$ cat src/rtl/conv_pkg.sv
// Shared definitions for the binary-to-BCD converter: FSM states, digit width,
// add-3 correction constants and a power-of-ten helper.
package conv_pkg;

  typedef enum logic [1:0] {
    IDLE     = 2'd0,
    DESPLAZA = 2'd1,
    FIN      = 2'd2
  } estado_t;

  localparam int ANCHO_DIG = 4;
  localparam logic [ANCHO_DIG-1:0] UMBRAL     = 4'd5;
  localparam logic [ANCHO_DIG-1:0] CORRECCION = 4'd3;

  function automatic int unsigned pot10(input int unsigned n);
    int unsigned r;
    r = 1;
    for (int unsigned i = 0; i < n; i++) begin
      r = r * 10;
    end
    return r;
  endfunction

endpackage

$ cat src/rtl/conv_bin_bcd_ajuste_dig.sv
// Per-digit add-3 correction applied before each double-dabble shift.
// Purely combinational, 4-bit wrap-around arithmetic.
module ajuste_dig
  import conv_pkg::*;
(
  input  logic [ANCHO_DIG-1:0] i_dig,
  output logic [ANCHO_DIG-1:0] o_dig
);

  assign o_dig = (i_dig >= UMBRAL) ? (i_dig + CORRECCION) : i_dig;

endmodule

$ cat src/rtl/conv_bin_bcd.sv
// Sequential binary-to-packed-BCD converter (double dabble, one bit per clock)
// with start/busy/done handshake. Saturation to all nines enabled by CONV_SAT_EN.
module conv_bin_bcd
  import conv_pkg::*;
#(
  parameter int ANCHO_BIN   = 8,
  parameter int NUM_DIGITOS = 2
) (
  input  logic                           clk,
  input  logic                           reset_n,
  input  logic                           inicio,
  input  logic [ANCHO_BIN-1:0]           binario,
  output logic                           ocupado,
  output logic                           listo,
  output logic [ANCHO_DIG*NUM_DIGITOS-1:0] bcd,
  output logic                           desborde
);

  localparam int ANCHO_BCD = ANCHO_DIG * NUM_DIGITOS;
  localparam int ANCHO_CNT = $clog2(ANCHO_BIN + 1);

  estado_t                r_estado;
  estado_t                w_estado_sig;
  logic [ANCHO_BIN-1:0]   r_despl;
  logic [ANCHO_BCD-1:0]   r_acum;
  logic [ANCHO_BCD-1:0]   w_acum_aj;
  logic [ANCHO_CNT-1:0]   r_cnt;
  logic [ANCHO_BCD-1:0]   r_bcd;
  logic                   r_listo;
  logic                   r_ocupado;

  generate
    for (genvar gi = 0; gi < NUM_DIGITOS; gi++) begin : g_dig
      ajuste_dig u_ajuste (
        .i_dig (r_acum[gi*ANCHO_DIG +: ANCHO_DIG]),
        .o_dig (w_acum_aj[gi*ANCHO_DIG +: ANCHO_DIG])
      );
    end
  endgenerate

  always_ff @(posedge clk) begin
    if (!reset_n) begin
      r_estado <= IDLE;
    end else begin
      r_estado <= w_estado_sig;
    end
  end

  always_comb begin
    w_estado_sig = r_estado;
    case (r_estado)
      IDLE:     if (inicio) w_estado_sig = DESPLAZA;
      DESPLAZA: if (r_cnt == ANCHO_CNT'(1)) w_estado_sig = FIN;
      FIN:      w_estado_sig = IDLE;
      default:  w_estado_sig = IDLE;
    endcase
  end

`ifdef CONV_SAT_EN
  localparam int unsigned MAX_VAL = pot10(NUM_DIGITOS) - 1;
  localparam logic [ANCHO_BCD-1:0] NUEVES = {NUM_DIGITOS{4'd9}};

  logic r_sat;
  logic r_desborde;

  // Range decision is taken once at capture so the shifting datapath is untouched.
  always_ff @(posedge clk) begin
    if (!reset_n) begin
      r_sat      <= 1'b0;
      r_desborde <= 1'b0;
    end else begin
      if (r_estado == IDLE && inicio) begin
        r_sat <= (32'(binario) > MAX_VAL);
      end
      if (r_estado == FIN) begin
        r_desborde <= r_sat;
      end
    end
  end

  assign desborde = r_desborde;
`else
  assign desborde = 1'b0;
`endif

  always_ff @(posedge clk) begin
    if (!reset_n) begin
      r_despl   <= '0;
      r_acum    <= '0;
      r_cnt     <= '0;
      r_bcd     <= '0;
      r_listo   <= 1'b0;
      r_ocupado <= 1'b0;
    end else begin
      r_listo <= 1'b0;
      case (r_estado)
        IDLE: begin
          if (inicio) begin
            r_despl   <= binario;
            r_acum    <= '0;
            r_cnt     <= ANCHO_CNT'(ANCHO_BIN);
            r_ocupado <= 1'b1;
          end
        end
        DESPLAZA: begin
          // The top bit of the corrected accumulator falls off: result is modulo 10^N.
          {r_acum, r_despl} <= {w_acum_aj, r_despl} << 1;
          r_cnt             <= r_cnt - ANCHO_CNT'(1);
        end
        FIN: begin
`ifdef CONV_SAT_EN
          r_bcd <= r_sat ? NUEVES : r_acum;
`else
          r_bcd <= r_acum;
`endif
          r_listo   <= 1'b1;
          r_ocupado <= 1'b0;
        end
        default: begin
          r_ocupado <= 1'b0;
        end
      endcase
    end
  end

  assign ocupado = r_ocupado;
  assign listo   = r_listo;
  assign bcd     = r_bcd;

endmodule

$ cat config.mk
export PLATFORM = sky130hd
export DESIGN_NAME = conv_bin_bcd
export DESIGN_NICKNAME = d
export VERILOG_FILES = /design/src/rtl/conv_pkg.sv /design/src/rtl/conv_bin_bcd_ajuste_dig.sv /design/src/rtl/conv_bin_bcd.sv
export SDC_FILE = /design/constraint.sdc
export NUM_CORES = 1
export LEC_CHECK = 0
export CORE_UTILIZATION = 32
export DETAILED_ROUTE_END_ITERATION = 10
export PLACE_DENSITY_LB_ADDON = 0.12
export SLEW_MARGIN = 20
export SYNTH_ARGS = -nofsm -noshare
export SYNTH_HDL_FRONTEND = slang
export SYNTH_SLANG_ARGS = --single-unit
$ cat constraint.sdc
create_clock -name clk -period 1.45 [get_ports clk]
set_clock_uncertainty 0.1 [all_clocks]
set_input_delay 0.145 -clock clk [delete_from_list [all_inputs] [get_ports clk]]
set_output_delay 0.145 -clock clk [all_outputs]
set_load 0.02 [all_outputs]
==> results.md <==
* Status: complete, but fails checks
* Failing checks: DRC
* Multi-input gate area at 837.1 um2
* Drt initial violations at 82
* EDFF count, synth at 0
* Worst stage delay on the critical path at 0.34 ns
* Die area at 0.005071 mm2
* CTS Buffer Depth at 2
* Final nets at 227
* Post-DRT Antenna Nets at 0
* Synth top area share at 41.80%
* Max-cap violations at 0
* CP Max Fanout at 3
* DP Cell Count at 254
* Family with the most delay on the worst path: flip-flops
* Pins Over Slew Limit at 0
* Worst min-delay path class: register to register
* Crit-path cells: inv_2 > ha_2 > nand2b_4 > a21oi_4 > mux2_4 > o21ai_2
* Total number of yosys warnings at 0
* Core area at 0.004474 mm2
* Period utilization at 97.02%
* Synth Register Bits at 32
* CP Class: register to register
* First-pass GRT wire length at 6009 um
* Clock sink total at 32
* CTS Root Cell: clkbuf_8
* Clock transition at the registers of the reported paths at 0.07 ns
* Routability cong. at 0.7700
* Die W at 71.21 um
* FF-to-FF End: r_acum[6]
* Most frequent cell after synthesis: dfxtp_1
* Final setup fails at 0
* Number of port buffers at 20
* Hold EP: bcd[6]
* Primary FF master, synth: dfxtp_1
* WHS Path Cells at 2
* Mapped Area at 0.001533 mm2
* Placed Area at 0.001887 mm2
* CTS Buf Count at 5
* Pleak at 0.0008406 uW
* Post-synthesis cell count at 173
* Unrepaired setup endpoints after global routing: true
* Setup WS post-layout at 0.04324 ns
* Antenna cell count at 0
* Worst skew pair latency at 0.29 ns
* Fmax at 710.9 MHz
* Pin count of the biggest net entering global routing at 29
* Post-Place Worst Slack at -0.05291 ns
* Worst EP arrival at 1.54 ns
* Worst Hold Launch: bcd[6]
* Post-route cell area at 0.002058 mm2
* Ports at 22
* Syn_area_per_cell at 8.860 um2
* Fin crit period at 1.407 ns
* R2r startpoint: r_acum[5]
* Drt pass-1 iters at 8
* Net Count, Synth at 190
* Register area at 646.9 um2
* Synth cell count leaders: 32 x dfxtp_1, 30 x nand2_1, 10 x a21oi_1
* H-tree depth at 2
* Worst IR Drop VDD at 0.7216 mV
* CTS tree: done
* Global Route Usage Sum at 15.40%
* Initial antenna violation count at 0
* Async S/R FF share, synth at 0%
* Logic depth of the worst register-to-register path at 6
* Vias in the first global route at 1317
* Distinct cells, synth at 42
* Fin. Hold Viols at 0
* DR vias/cell at 5.038
* Routed WL at 3530 um
* Fillcell total at 431
* Layout overhead on the synthesized area at 34.29%
* PD cells at 1063 mW/mm2
* Post-synth top area cell: dfxtp_1
* Crit end category: register
* WL per Instance at 13.42 um
* Worst R2R Setup Slack at 0.04 ns
* DR vias at 1325
* Post-route insts no fill at 263
* CP Data Required Time at 1.58 ns
* Initial Utilization at 34.26%
* WHS at 0.3509 ns
* Sequential share of the synthesized area at 41.80%
* Die H at 71.21 um
* Post-CTS Hold Fix Bufs at 0
* Area contributors post-synth: dfxtp_1 42%, nand2_1 7.3%, ha_1 4.9%
* Worst Path Buf+Inv at 1
* Hpwl dp at 2515 um
* Row Count at 24
* Gr ovfl total at 0
* Slowest CP cell: dfxtp_2
* Share of layout cells above drive strength 1 at 27.01%
* Startpoint types: register
* Detailed-route DRC error count at 3
## worst max path at each step
| stage | from | to | slack (ns) | cells after the start |
|---|---|---|---|---|
| after floorplan | r_acum[0] | r_acum[2] | 0.0004 | 6 |
| after global placement | inicio | r_acum[4] | -0.01 | 6 |
| after detailed placement | r_acum[5] | r_acum[6] | -0.05 | 6 |
| after CTS | r_acum[5] | r_acum[6] | -0.02 | 6 |
| after global routing | r_acum[5] | r_acum[6] | -0.02 | 6 |
| final | r_acum[5] | r_acum[6] | 0.04 | 6 |
## registers in the layout (all words and copies together) (netlist names)
register	cells
bcd	8
r_acum	8
r_despl	8
r_cnt	4
r_estado	2
listo	1
ocupado	1
## cell usage in the layout (no fill, tap or decap), types with 2 or more instances in the layout
master            n
o21ai_1           4
dlygate4sd2_1     9
nor2_4            2
a21boi_1          3
nor3_2            2
mux2_4            2
o21ai_2           2
inv_1             4
a21boi_0          7
dfxtp_1          27
nor2_1            8
nor2b_1           3
dfxtp_2           5
a21oi_4           2
buf_4            18
nand2b_4          2
inv_2             4
ha_1              3
nand2_1          30
o21ai_0           7
xnor2_1           2
clkbuf_8          7
a21oi_1           9
ha_2              3
o221ai_1          6
o22ai_1           6
clkdlybuf4s50_1  10
nand3_1           3
a22oi_1           3
## through the flow
step / utilization [%] / total power [uW] / setup TNS [ns]
final: 46.00 / 2187 / 0
after global placement: 42.17 / 1241 / -0.02056
after CTS: 45.27 / 2197 / -0.02410
after detailed placement: 42.17 / 1248 / -0.1678
after global routing: 46.00 / 2282 / -0.02454
after floorplan: - / 1152 / 0
## power by group
| part | internal [uW] | switching [uW] | total [uW] |
|---|---|---|---|
| Sequential | 921 | 36.1 | 957 |
| Clock | 607 | 350 | 957 |
| Combinational | 137 | 136 | 273 |
## what timing repair did
| item | in CTS | in global routing |
|---|---|---|
| setup buffers | 1 | 0 |
| endpoints found under the setup margin | 11 | 7 |
| pin swaps | 2 | 2 |
| resized for setup | 15 | 9 |
## layer usage
metal  share of wire, %  routed length (um)  global-route usage (%)  vias to the layer above
met5                  0                   0                       0                        -
met4                1.3                  47                   5.333                        0
met3                4.6                 164                   4.360                        7
met2                 47                1647                   25.82                       35
met1                 47                1670                   18.96                      612
li1                   -                   -                       -                      671
## cells by family after synthesis
logic type                 after synthesis  synth area share, %
adders and majority gates                6                4.898
muxes                                    3                2.204
buffers and inverters                   18                6.775
DFF                                     32                41.80
other                                    1               0.2447
AOI/OAI and AO/OA                       53                23.92
xor gates and xnor gates                 3                1.715
and+or+nand+nor                         57                18.45
## worst reg2reg max path: cells and delay by family, from the launching register on
family,cells,cell delay (ns)
flip-flops,1,0.34
multiplexers,1,0.32
AO/OA/AOI/OAI,2,0.24
adder cells (fa/ha/maj),1,0.16
AND/OR/NAND/NOR,1,0.14
buffers and inverters,1,0.05
## area by class of cell
type / count / share of cell area, %
multi-input combinational: 123 / 40.67
sequential: 32 / 31.43
timing repair buffer: 39 / 16.84
clock buffer: 7 / 4.681
tap: 52 / 3.161
inverter: 9 / 1.763
clock inverter: 1 / 1.459
No activity file was read; power rests on OpenSTA's default activity.
